## src/rtl/sine_pkg.sv

```systemverilog
// Shared types and defaults for the DDS sine generator: waveform modes,
// default widths and the quadrant remapping used by the HALF shape.
package sine_pkg;

  localparam int DEF_DATA_W  = 8;
  localparam int DEF_LUT_AW  = 6;
  localparam int DEF_PHASE_W = 16;

  typedef enum logic [1:0] {
    MODE_FULL = 2'b00,
    MODE_HALF = 2'b01,
    MODE_RECT = 2'b10,
    MODE_OFF  = 2'b11
  } mode_t;

  // HALF is FULL evaluated one quadrant earlier, so only the quadrant shifts.
  function automatic logic [1:0] eff_quadrant(input logic [1:0] quad, input mode_t mode);
    return (mode == MODE_HALF) ? quad - 2'd1 : quad;
  endfunction

endpackage

```

## src/rtl/quarter_sine_rom.sv

```systemverilog
// Quarter-wave sine table filled at elaboration; q[i] spans 0..full scale
// over i = 0..N-1 with a combinational read port.
module quarter_sine_rom #(
  parameter int DATA_W = 8,
  parameter int LUT_AW = 6
) (
  input  logic [LUT_AW-1:0] addr,
  output logic [DATA_W-1:0] data
);

  localparam int  N  = 1 << LUT_AW;
  localparam real PI = 3.14159265358979323846;
  localparam real FS = $itor((1 << DATA_W) - 1);

  logic [DATA_W-1:0] tbl [N];

  for (genvar i = 0; i < N; i++) begin : g_tab
    localparam int V = $rtoi(FS * $sin(PI / 2.0 * $itor(i) / $itor(N - 1)) + 0.5);
    assign tbl[i] = DATA_W'(V);
  end

  assign data = tbl[addr];

endmodule

```

## src/rtl/sine_wave_gen.sv

```systemverilog
// Pipelined DDS sine generator: shared phase accumulator, wrap-synchronous
// reconfiguration, and per-channel offset / quarter-table lookup.
module sine_wave_gen
  import sine_pkg::*;
#(
  parameter int DATA_W  = DEF_DATA_W,
  parameter int LUT_AW  = DEF_LUT_AW,
  parameter int PHASE_W = DEF_PHASE_W,
  parameter int NUM_CH  = 1
) (
  input  logic                       clk,
  input  logic                       rst_n,
  input  logic                       en,
  input  logic                       sync_clr,
  input  logic                       cfg_valid,
  output logic                       cfg_ready,
  input  logic [PHASE_W-1:0]         cfg_tuning,
  input  logic [1:0]                 cfg_mode,
  input  logic [NUM_CH*PHASE_W-1:0]  phase_offset,
  output logic [NUM_CH*DATA_W-1:0]   sample,
  output logic                       sample_valid,
  output logic                       phase_wrap
);

  localparam logic [DATA_W-1:0] MID_HI = DATA_W'(1 << (DATA_W - 1));
  localparam logic [DATA_W-1:0] MID_LO = DATA_W'((1 << (DATA_W - 1)) - 1);

  logic [PHASE_W-1:0] acc, tuning, pend_tuning;
  logic [PHASE_W:0]   acc_sum;
  mode_t              mode, pend_mode, s1_mode;
  logic               pending, accept, apply, wrap_now;
  logic               wrap0, s1_valid, s1_wrap;

  assign acc_sum  = {1'b0, acc} + {1'b0, tuning};
  assign wrap_now = en && !sync_clr && acc_sum[PHASE_W];

  // Config handshake: an offer transfers when cfg_valid && cfg_ready. cfg_ready
  // then stays low until the config is applied at the next wrap (or at once
  // when idle or clearing); offers made meanwhile are ignored.
  assign cfg_ready = !pending;
  assign accept    = cfg_valid && !pending;
  assign apply     = pending && (wrap_now || !en || sync_clr);

  // wrap0 marks that acc holds a post-wrap value not yet sampled by S1.
  always_ff @(posedge clk or negedge rst_n) begin
    if (!rst_n) begin
      acc   <= '0;
      wrap0 <= 1'b0;
    end else if (sync_clr) begin
      acc   <= '0;
      wrap0 <= 1'b0;
    end else if (en) begin
      acc   <= acc_sum[PHASE_W-1:0];
      wrap0 <= acc_sum[PHASE_W];
    end
  end

  always_ff @(posedge clk or negedge rst_n) begin
    if (!rst_n) begin
      tuning      <= '0;
      mode        <= MODE_HALF;
      pend_tuning <= '0;
      pend_mode   <= MODE_HALF;
      pending     <= 1'b0;
    end else if (apply) begin
      tuning  <= pend_tuning;
      mode    <= pend_mode;
      pending <= 1'b0;
    end else if (accept) begin
      pend_tuning <= cfg_tuning;
      pend_mode   <= mode_t'(cfg_mode);
      pending     <= 1'b1;
    end
  end

  always_ff @(posedge clk or negedge rst_n) begin
    if (!rst_n) begin
      s1_valid     <= 1'b0;
      s1_wrap      <= 1'b0;
      s1_mode      <= MODE_HALF;
      sample_valid <= 1'b0;
      phase_wrap   <= 1'b0;
    end else begin
      s1_valid     <= en;
      s1_wrap      <= en && wrap0;
      s1_mode      <= mode;
      sample_valid <= s1_valid;
      phase_wrap   <= s1_wrap;
    end
  end

  for (genvar k = 0; k < NUM_CH; k++) begin : g_ch
    logic [PHASE_W-1:0] p;
    logic [1:0]         quad, s1_quad;
    logic [LUT_AW-1:0]  addr, s1_addr;
    logic [DATA_W-1:0]  q, half_q, val, out_q;
    logic               unused_p;

    assign p        = acc + phase_offset[k*PHASE_W +: PHASE_W];
    assign quad     = eff_quadrant(p[PHASE_W-1 -: 2], mode);
    assign addr     = p[PHASE_W-3 -: LUT_AW];
    assign unused_p = ^p;

    // Odd quadrants walk the quarter table backwards (N-1-a == ~a).
    always_ff @(posedge clk or negedge rst_n) begin
      if (!rst_n) begin
        s1_quad <= '0;
        s1_addr <= '0;
      end else begin
        s1_quad <= quad;
        s1_addr <= quad[0] ? ~addr : addr;
      end
    end

    quarter_sine_rom #(
      .DATA_W (DATA_W),
      .LUT_AW (LUT_AW)
    ) u_rom (
      .addr (s1_addr),
      .data (q)
    );

    assign half_q = q >> 1;

    always_comb begin
      val = '0;
      case (s1_mode)
        MODE_FULL, MODE_HALF: val = s1_quad[1] ? (MID_LO - half_q) : (MID_HI + half_q);
        MODE_RECT:            val = q;
        default:              val = '0;
      endcase
    end

    always_ff @(posedge clk or negedge rst_n) begin
      if (!rst_n) out_q <= '0;
      else if (s1_valid) out_q <= val;
    end

    assign sample[k*DATA_W +: DATA_W] = out_q;
  end

endmodule

```

## config.mk

```make
export PLATFORM = sky130hd
export DESIGN_NAME = sine_wave_gen
export DESIGN_NICKNAME = d
export VERILOG_FILES = /design/src/rtl/sine_pkg.sv /design/src/rtl/quarter_sine_rom.sv /design/src/rtl/sine_wave_gen.sv
export SDC_FILE = /design/constraint.sdc
export NUM_CORES = 1
export LEC_CHECK = 0
export BUFFER_PORTS_ARGS = -buffer_cell sky130_fd_sc_hd__clkbuf_2
export CORE_MARGIN = 3
export CORE_UTILIZATION = 25
export DETAILED_ROUTE_END_ITERATION = 8
export PLACE_DENSITY = 0.42
export SLEW_MARGIN = 10
export SYNTH_ARGS = -nofsm -noshare
export SYNTH_HDL_FRONTEND = slang
export SYNTH_SLANG_ARGS = --single-unit
```

## constraint.sdc

```tcl
create_clock -name clk -period 2.7 [get_ports clk]
set_clock_uncertainty 0.15 [all_clocks]
set_input_delay 0.135 -clock clk [delete_from_list [all_inputs] [get_ports clk]]
set_output_delay 0.135 -clock clk [all_outputs]
set_load 0.05 [all_outputs]
```

Word-level counts from Yosys, hierarchy flattened. Memory sizes are Yosys's and may differ from the RTL's. Index checks and enable logic that the tools add are counted. Widths: inputs -> output; s select.

Register bits: 76. Latch bits: 0. Memory bits (writable): 0. Bits in read-only memories: 512. Output and inout bits: 11. Logic and storage cells: 55. Memories kept: 1.

Add/subtract/negate cells: 5. Multiply operators: 0. Div/mod/pow operators: 0. $lt $le $gt $ge: 1. Eq/ne operators: 3. Shift operators: 0. Multiplexer cells: 12. Bitwise logic cells: 3. Reduce and logical (&&, ||, !) cells: 15.

Memories: (name not given) (depth 64, bits a word 8, read ports 1, clocked after memory_dff 0, wr ports 0, RTL line quarter_sine_rom.sv:22) `assign data = tbl[addr];`.

Operators with widths (count): $mux 16 (2); $mux 8 (3); $add 16x16->17 (1); $add 16x16->16 (1); $pmux 8 s2 (1); $add 8x7->8 const A (1); $sub 7x7->8 const A (1); $ge 7x7->1 const B (1); $not 6->7 (1); $mux 6 (1); $not 6->6 (1); $logic_and 1x1->1 (5); $eq 2x1->1 const B (2); $mux 1 (4); $reduce_bool 2->1 (2); $logic_not 1->1 (3); $eq 2x2->1 const B (1); $logic_not 2->1 (1); $logic_or 1x1->1 (2); $mux 2 (1); $reduce_and 2->1 (1); $reduce_or 2->1 (1); $sub 2x1->2 const B (1); $not 1->1 (1).

Depth between registers and ports, before layout. Gate-level depths: netlist of the first run.

Word-level depth: 8. Gate-level depth with buffers: 10.

Modules after synthesis. A second synthesis of the first run with hierarchy kept.

Cells, all modules: 464. Area total of the unflattened synthesis: 4877.2 um^2.

By module, submodules not included: sine_wave_gen (instances 1, cells each 351, area each 4105.2 um^2, seq. area each 1880.6 um^2); quarter_sine_rom (instances 1, cells each 113, area each 772.0 um^2, seq. area each 0.0 um^2).

Worst setup path before layout of the first run. Ideal clock, no wire load.

Path kind: reg-to-reg. Start point: register acc[5]. End point: register mode[1]. Library setup time: 0.125 ns. Data arrival time: 2.562 ns. Data required time: 2.425 ns. Setup slack: -0.137 ns. Cell stages (with the launch flop): 9. Buffers on the path: 1. Period minus slack after synthesis: 2.837 ns. Cell sequence: dfrtp_1 > ha_1 > or3_4 > a31oi_4 > or4_1 > o22a_2 > a211oi_4 > buf_6 > mux2_2.

Word-level cells in the longest chain between the ends: 5.

RTL lines: start: declaration (RTL line sine_wave_gen.sv:28) `logic [PHASE_W-1:0] acc, tuning, pend_tuning;`; start signal: assignment (RTL line sine_wave_gen.sv:53) `acc <= acc_sum[PHASE_W-1:0];`; $add 16x16->17 (RTL line sine_wave_gen.sv:34) `assign acc_sum = {1'b0, acc} + {1'b0, tuning};`; $logic_and 1x1->1 (RTL line sine_wave_gen.sv:35) `assign wrap_now = en && !sync_clr && acc_sum[PHASE_W];`; $logic_or 1x1->1 (2 in series) (RTL line sine_wave_gen.sv:42) `assign apply = pending && (wrap_now || !en || sync_clr);`; $logic_and 1x1->1 (RTL line sine_wave_gen.sv:42); end signal: assignment (RTL line sine_wave_gen.sv:67) `mode <= pend_mode;`; end: declaration (RTL line sine_wave_gen.sv:30) `mode_t mode, pend_mode, s1_mode;`.

No other way between the ends. A chain may end at the register's enable or synchronous reset.

Worst setup path after layout of the first run.
Start point: register acc[5]. End point: register tuning[4].

Word-level cells in the longest chain between the ends: 5.

RTL lines: $add 16x16->17 (RTL line sine_wave_gen.sv:34); $logic_and 1x1->1 (RTL line sine_wave_gen.sv:35); $logic_or 1x1->1 (2 in series) (RTL line sine_wave_gen.sv:42); $logic_and 1x1->1 (RTL line sine_wave_gen.sv:42); end signal: assignment (RTL line sine_wave_gen.sv:66) `tuning <= pend_tuning;`; end: declaration (RTL line sine_wave_gen.sv:28).

No other way between the ends.

==> results of run 1 <==
[cell type report]
class,instances,area share
clock inverters,6,0.01407
well taps,229,0.04539
multi-input cells,349,0.4438
repair buffers,135,0.1518
clock buffers,10,0.03627
flip-flops and latches,75,0.2979
inverters,18,0.01070
[timing repair]
| action | in CTS | in global routing |
|---|---|---|
| hold endpoints to repair | 92 | 0 |
| pin swaps | 2 | 2 |
| hold buffers | 21 | 0 |
| setup endpoints to repair | 28 | 19 |
| buffers inserted | 2 | 1 |
| cloned | 0 | 0 |
| gates resized for setup | 7 | 7 |
[stage by stage]
| stage | hold WS [ns] | power [mW] | worst slack (ns) | setup TNS (ns) |
|---|---|---|---|---|
| global route | 0.05891 | 9.687 | -0.01948 | -0.2119 |
| finish | 0.04487 | 8.873 | 0.05841 | 0 |
| CTS | 0.03564 | 8.928 | 0.03822 | 0 |
| detailed placement | 0.1847 | 7.467 | -0.5372 | -11.30 |
| floorplan | -0.3106 | 5.806 | -0.1058 | -0.9118 |
| global placement | 0.1846 | 7.419 | -0.5611 | -11.35 |
[sequential cells by signal, summed over array words and instances, names as in the netlist]
name / count
s1_wrap: 1
pending: 1
pend_mode: 2
pend_tuning: 16
mode: 2
g_ch.s1_quad: 1
sample: 8
s1_valid: 1
sample_valid: 1
acc: 16
g_ch.s1_addr: 6
s1_mode: 2
tuning: 16
phase_wrap: 1
wrap0: 1
[critical path: cells and delay by family (launching register included)]
kind | cells | cell delay, ns
compound gates | 3 | 0.62
fa+ha+maj | 1 | 0.28
buf+inv | 1 | 0.20
flops | 1 | 0.41
mux | 1 | 0.34
simple gates | 2 | 0.52
[kinds of logic (layout without fill, tap and decap cells)]
group | Yosys count | after routing | synth area share
AO/OA/AOI/OAI | 123 | 123 | 0.1753
AND/OR/NAND/NOR | 100 | 100 | 0.1063
flip-flops | 75 | 75 | 0.3956
multiplexers | 53 | 53 | 0.1248
buffers and inverters | 40 | 169 | 0.03343
XOR/XNOR | 37 | 37 | 0.06818
adder cells (fa/ha/maj) | 36 | 36 | 0.09634
[path summary, 6_finish.rpt]
check,cells after the start,start,slack (ns),to
max reg2reg,8,acc[5],0.06,tuning[4]
min reg2reg,0,s1_wrap,0.20,phase_wrap
min in group asynchronous,2,rst_n,0.34,pend_tuning[14]
max,8,acc[5],0.06,tuning[4]
max in group asynchronous,2,rst_n,1.44,acc[1]
min,2,en,0.04,s1_valid
[cell usage in the layout, fill, tap and decap left out, types with 3 or more instances in the layout]
cell type                       Yosys  layout
sky130_fd_sc_hd__o22ai_1            5       5
sky130_fd_sc_hd__mux2_2            40      40
sky130_fd_sc_hd__buf_4              0      65
sky130_fd_sc_hd__a21oi_2            0       3
sky130_fd_sc_hd__xnor2_1           23      23
sky130_fd_sc_hd__a21o_1             4       4
sky130_fd_sc_hd__o21bai_1           4       4
sky130_fd_sc_hd__o21ai_1            0       3
sky130_fd_sc_hd__dlygate4sd3_1      0      21
sky130_fd_sc_hd__nand2b_1          11      11
sky130_fd_sc_hd__a211oi_1           7       7
sky130_fd_sc_hd__nand4_1            4       4
sky130_fd_sc_hd__dfstp_2            3       3
sky130_fd_sc_hd__o211ai_1           5       5
sky130_fd_sc_hd__ha_4               0       4
sky130_fd_sc_hd__dfrtp_1           72      72
sky130_fd_sc_hd__inv_1             18      18
sky130_fd_sc_hd__nor2b_1            3       3
sky130_fd_sc_hd__xor2_1            14      14
sky130_fd_sc_hd__a21oi_1           36      33
sky130_fd_sc_hd__ha_1              35      31
sky130_fd_sc_hd__clkbuf_2           0      48
sky130_fd_sc_hd__o21ai_0           24      19
sky130_fd_sc_hd__mux2i_1           12      12
sky130_fd_sc_hd__nor2_1            33      33
sky130_fd_sc_hd__nand3_1            6       5
sky130_fd_sc_hd__clkbuf_16          0       9
sky130_fd_sc_hd__o221ai_1           5       5
sky130_fd_sc_hd__a22o_1             6       6
sky130_fd_sc_hd__nor3_1             3       3
sky130_fd_sc_hd__nand2_1           20      20
[layer usage]
| metal | vias up | part of all wire |
|---|---|---|
| li1 | 1939 | - |
| met1 | 1870 | 0.45 |
| met2 | 73 | 0.49 |
| met3 | 21 | 0.033 |
| met4 | 0 | 0.026 |
| met5 | - | 0 |
[power by group]
group	total, mW	internal [mW]	switching [mW]
Sequential	2.14	1.69	0.456
Clock	1.30	0.811	0.493
Combinational	5.43	2.76	2.67
Total	8.87	5.25	3.62
==> out/summary.md, run 1 <==
## Status
• finished, final reports clean — run status

## Logic synthesis
• 464 — Gate Count Post-Synth
• 4753 um^2 — post-synthesis instance area
• 0 — number of enable-type register cells in the synthesized netlist
• sky130_fd_sc_hd__dfrtp_1 38%, sky130_fd_sc_hd__mux2_2 9.5%, sky130_fd_sc_hd__ha_1 9.2% — largest cells by area after synthesis
• sky130_fd_sc_hd__dfrtp_1 — Synth Flop Type
• sky130_fd_sc_hd__dfrtp_1 — largest area contributor in the synthesized netlist
• 0 — Synthesis Warnings
• 10.24 um^2 — average cell area after synthesis
• 1.000 — fraction of synthesis flops using an asynchronous set or reset pin
• 72 x sky130_fd_sc_hd__dfrtp_1, 40 x sky130_fd_sc_hd__mux2_2, 36 x sky130_fd_sc_hd__a21oi_1 — Post-synth top cells
• 64 — post-synth cell types
• 0.3790 — fraction of post-synthesis cell area in the top cell type by area
• 75 — Seq cells post-synth
• 0.3956 — sequential area share after synthesis
• sky130_fd_sc_hd__dfrtp_1 — top-count cell post-synth
• 539 — post-synthesis net count

## Critical path
• reg -> reg — kind of critical path
• register — sort of element at the end of the critical path
• sky130_fd_sc_hd__dfrtp_1 — Worst path slowest cell
• ha_4 > or3_4 > a31oi_4 > or4_1 > o22a_2 > a211oi_4 > buf_12 > mux2_2 — ordered cell list for the critical path
• 0.41 ns — Worst path max stage delay
• 2.72 ns — arrival time of the worst setup path
• 2.78 ns — worst path required time
• 16 — critical path fanouts, max
• register — sort of element at the start of the critical path

## GRT
• 0.1212 — combined global-route utilization of all metal layers
• met2 — busiest layer in global routing
• 0.2043 — GRT met2 Usage
• 0 — aggregate global routing overflow
• 0.1510 — met1 track demand over resource in global routing
• 0.02562 — met3 track demand over resource in global routing
• 19810 um — wire length of the first global-routing pass
• 3977 — vias in the first global route
• 76 — maximum number of pins on one net before global-route repair
• 0 — antenna violations before repair

## Floorplan
• 49 — Placement Rows
• 50 — ports placed on the boundary
• 143.9 um — horizontal die dimension
• 0.2593 — initial core utilization
• 20700 um^2 — area of the die
• 18330 um^2 — placeable core region
• 143.9 um — y dimension of the die

## Placed design
• 5714 um^2 — Area after DPL
• 0.8699 — gp weighted congestion
• 8946 um — half-perimeter wire length after placement
• 782 — Placed Instances
• 49 — input/output buffers

## CTS
• sky130_fd_sc_hd__clkbuf_16 — cell at the root of the clock tree
• 75 — number of clock sinks
• 0.34 ns — insertion delay of the later-clocked pin in the worst-skew pair
• 2 — Max Buffers Root-to-Sink
• done — clock tree from TritonCTS
• 9 — clock buffer count from CTS
• 0.06 ns — Clock transition at path regs
• 3 — CTS H-tree depth

## Cells and area
• 1881 um^2 — Sequential cell area
• 0 — Diodes inserted
• 6312 um^2 — Design Area, Final
• 0.3288 — ratio of cells with drive above 1 in the final layout
• 1865 — final-layout fill cell count
• 0.3443 — utilization of the core after routing
• 663 — Nets
• 2801 um^2 — combined area of the multi-input logic cells
• 32.80% — area delta synth->final
• 822 — count of placed standard cells in the final layout, fillers left out

## STA
• 0.3550 — worst relative slew slack
• 0 — final setup vio count
• 0.9675 ns — actual slew at the worst max-slew pin
• 0 — final hold violation count
• yes — RSZ-0062 raised after global routing
• 0 — number of pins with negative max-slew slack in the final report
• 0.3786 GHz — Max Fclk
• 0.9784 — period utilization
• 2.642 ns — minimum clock period after layout

## Route
• 3903 — number of vias after detailed routing
• 5 — drt pass-1 iters
• 0 — final antenna-violating net count
• 11770 um — overall routed net length
• 0 — DRC Markers
• 4.748 — vias per std cell
• 14.32 um — mean routed wirelength per cell
• 164 — detailed router's first-iteration violation count

## Pwr
• 2.856 nW — Leak Pwr
• 1406 nW/um^2 — total power per unit cell area
• 0.4685 mV — VDD IR max

## Min path
• in -> reg — path class of the lowest-slack min-delay path

## Flow run
• 0 — reported max-cap violation count

Note: power is estimated with default switching activity, not from simulation.
==> inputs of run 2 (changes only) <==
--- a/config.mk
+++ b/config.mk
@@ -8,2 +8,3 @@
 export BUFFER_PORTS_ARGS = -buffer_cell sky130_fd_sc_hd__clkbuf_2
+export CORE_ASPECT_RATIO = 1.25
 export CORE_MARGIN = 3
@@ -11,3 +12,3 @@
 export DETAILED_ROUTE_END_ITERATION = 8
-export PLACE_DENSITY = 0.42
+export PLACE_DENSITY = 0.41
 export SLEW_MARGIN = 10
==> constraint.sdc (replaced) <==
create_clock -name clk -period 3.2 [get_ports clk]
set_clock_uncertainty 0.15 [all_clocks]
set_input_delay 0.16 -clock clk [delete_from_list [all_inputs] [get_ports clk]]
set_output_delay 0.16 -clock clk [all_outputs]
set_load 0.01 [all_outputs]
==> run 2 against run 1 <==
- final area down 6.5%
- sequential cell count unchanged
- hold slack better by 0.019 ns
- sequential power down 14%
- sequential share of layout area up 2.1 points
- largest cell class unchanged
==> out/summary.md, run 2 (same netlist as run 1, synthesis figures left out) <==
## STA
• 0.06363 ns — Final Hold Slack, +0.01876 ns
• 0.3377 GHz — Max Fclk, -11%
• 0 — number of pins with negative max-slew slack in the final report, unchanged
• 0.9254 — period utilization, -0.05299
• 0 — final setup vio count, unchanged
• 0.9539 ns — actual slew at the worst max-slew pin, -0.01368 ns
• 0 — final hold violation count, unchanged
• no — RSZ-0062 raised after global routing
• 2.961 ns — minimum clock period after layout, +0.3196 ns
• 0.3641 — worst relative slew slack, +0.009121

## Placed design
• 744 — Placed Instances, -4.9%
• 0.8417 — gp weighted congestion, -3.2%
• 5383 um^2 — Area after DPL, -5.8%
• 49 — input/output buffers, unchanged
• 8558 um — half-perimeter wire length after placement, -4.3%

## Pwr
• 1129 nW/um^2 — total power per unit cell area, -20%
• 2.657 nW — Leak Pwr, -7.0%
• 6.665 mW — PnR Total Power, -25%
• 0.3863 mV — VDD IR max, -18%

## Cells and area
• 0 — Diodes inserted, unchanged
• 0.3213 — utilization of the core after routing, -0.02300
• 72 x sky130_fd_sc_hd__dfrtp_1, 48 x sky130_fd_sc_hd__clkbuf_2, 40 x sky130_fd_sc_hd__mux2_2, 36 x sky130_fd_sc_hd__a21oi_1, 35 x sky130_fd_sc_hd__ha_1 — leading cell types in the layout, fill and taps excluded
• 626 — Nets, -5.6%
• acc: 16 flops, pend_tuning: 16 flops, tuning: 16 flops — biggest regs
• 0.2680 — ratio of cells with drive above 1 in the final layout, -0.06085
• 5904 um^2 — Design Area, Final, -6.5%
• 784 — count of placed standard cells in the final layout, fillers left out, -4.6%
• sky130_fd_sc_hd__dfrtp_1 — leading cell type in the layout, fill and taps excluded
• 24.22% — area delta synth->final

## CTS
• 0.34 ns — insertion delay of the later-clocked pin in the worst-skew pair, about the same
• 2 — Max Buffers Root-to-Sink, unchanged
• done — clock tree from TritonCTS
• sky130_fd_sc_hd__clkbuf_16 — cell at the root of the clock tree
• 9 — clock buffer count from CTS, unchanged
• 75 — number of clock sinks, unchanged
• 0.07 ns — Clock transition at path regs, about the same
• 3 — CTS H-tree depth, unchanged

## Critical path
• 4 — critical path fanouts, max, -12
• 3.32 ns — worst path required time, +0.54 ns
• compound AO/OA/AOI/OAI gates — cell class contributing the biggest share of worst-path delay
• reg -> reg — kind of critical path
• 3.08 ns — arrival time of the worst setup path, +0.36 ns
• sky130_fd_sc_hd__dfrtp_1 — Worst path slowest cell
• register — sort of element at the end of the critical path
• register — sort of element at the start of the critical path
• 1 — buffers and inverters on the worst path, unchanged
• buf_4 > ha_1 > nand4_1 > a21oi_1 > o21ai_0 > o21ai_2 > mux2_2 > a221oi_1 > xnor2_1 — ordered cell list for the critical path
• 0.38 ns — Worst path max stage delay, -0.03 ns
• 0.24 ns — worst reg-to-reg setup slack, +0.18 ns

## GRT
• 0 — aggregate global routing overflow, unchanged
• 0 — antenna violations before repair, unchanged
• 0.1188 — combined global-route utilization of all metal layers, -0.002424
• 76 — maximum number of pins on one net before global-route repair, unchanged
• 19550 um — wire length of the first global-routing pass, -1.3%
• 3834 — vias in the first global route, -3.6%

## Flow run
• 0 — reported max-cap violation count, unchanged

## Min path
• in -> reg — path class of the lowest-slack min-delay path

## Floorplan
• 50 — ports placed on the boundary, unchanged
• 55 — Placement Rows, +12%
• 160.2 um — y dimension of the die, +11%
• 20710 um^2 — area of the die, about the same
• 18370 um^2 — placeable core region, +0.23%
• 0.2587 — initial core utilization, -0.0006004
• 129.3 um — horizontal die dimension, -10%

## Status
• finished, final reports clean — run status

## Route
• 4 — drt pass-1 iters, -1
• 14.70 um — mean routed wirelength per cell, +2.7%
• 249 — detailed router's first-iteration violation count, +52%
• 0 — DRC Markers, unchanged
• 11520 um — overall routed net length, -2.1%
• 3765 — number of vias after detailed routing, -3.5%
• 4.802 — vias per std cell, +1.1%
• 0 — final antenna-violating net count, unchanged

==> run 2: changes by cell type in the layout (fill, tap and decap cells not counted), sizes merged <==
cell	previous run	this run
buf	66	29
clkinv	1	4
inv	19	20
bufinv	2	0
clkinvlp	2	1
clkbuf	58	57
==> run 2: cell type report <==
cell class	count	area [um^2]
clock buffers	9	225.2
clock inverters	7	52.55
fillers	1872	12470
inverters	18	67.56
multi-input cells	349	2725
flip-flops and latches	75	1881
well taps	228	285.3
repair buffers	98	668.1
==> run 2: final timing paths <==
kind	start	end	cells after the start
hold reg to reg	s1_wrap	phase_wrap	0
setup / recovery	acc[6]	g_ch[0].s1_quad[1]	9
max in group asynchronous	rst_n	tuning[7]	2
hold / removal	en	s1_valid	2
setup reg to reg	acc[6]	g_ch[0].s1_quad[1]	9
min in group asynchronous	rst_n	pend_tuning[0]	2
==> run 2: timing repair <==
item | 4_1_cts | 5_1_grt
cloned | 0 | 0
pin swaps | 1 | 0
endpoints found under the setup margin | 23 | 7
hold buffers | 21 | 0
hold endpoints to repair | 92 | 0
buffers inserted | 3 | 0
gates resized for setup | 1 | 3
==> run 2: through the flow <==
| stage | setup WS [ns] | setup TNS (ns) |
|---|---|---|
| 3_3_place_gp | -0.07875 | -1.443 |
| 5_1_grt | 0.04868 | 0 |
| 6_report | 0.2388 | 0 |
| 3_5_place_dp | -0.1288 | -1.720 |
| 4_1_cts | 0.005667 | 0 |
| 2_1_floorplan | 0.3631 | 0 |
==> run 2: metal layers <==
metal / GRT usage / share of wire / routed length, um / up-vias
met5: 0 / 0 / 0 / -
met2: 0.2054 / 0.52 / 6034 / 71
met3: 0.02911 / 0.035 / 399 / 9
met4: 0.03009 / 0.010 / 116 / 0
met1: 0.1467 / 0.43 / 4973 / 1822
li1: - / - / - / 1863
==> run 2: report_power, final <==
group	switching, mW	internal [mW]	total [mW]
Combinational	1.92	1.96	3.88
Sequential	0.420	1.42	1.84
Clock	0.419	0.530	0.948
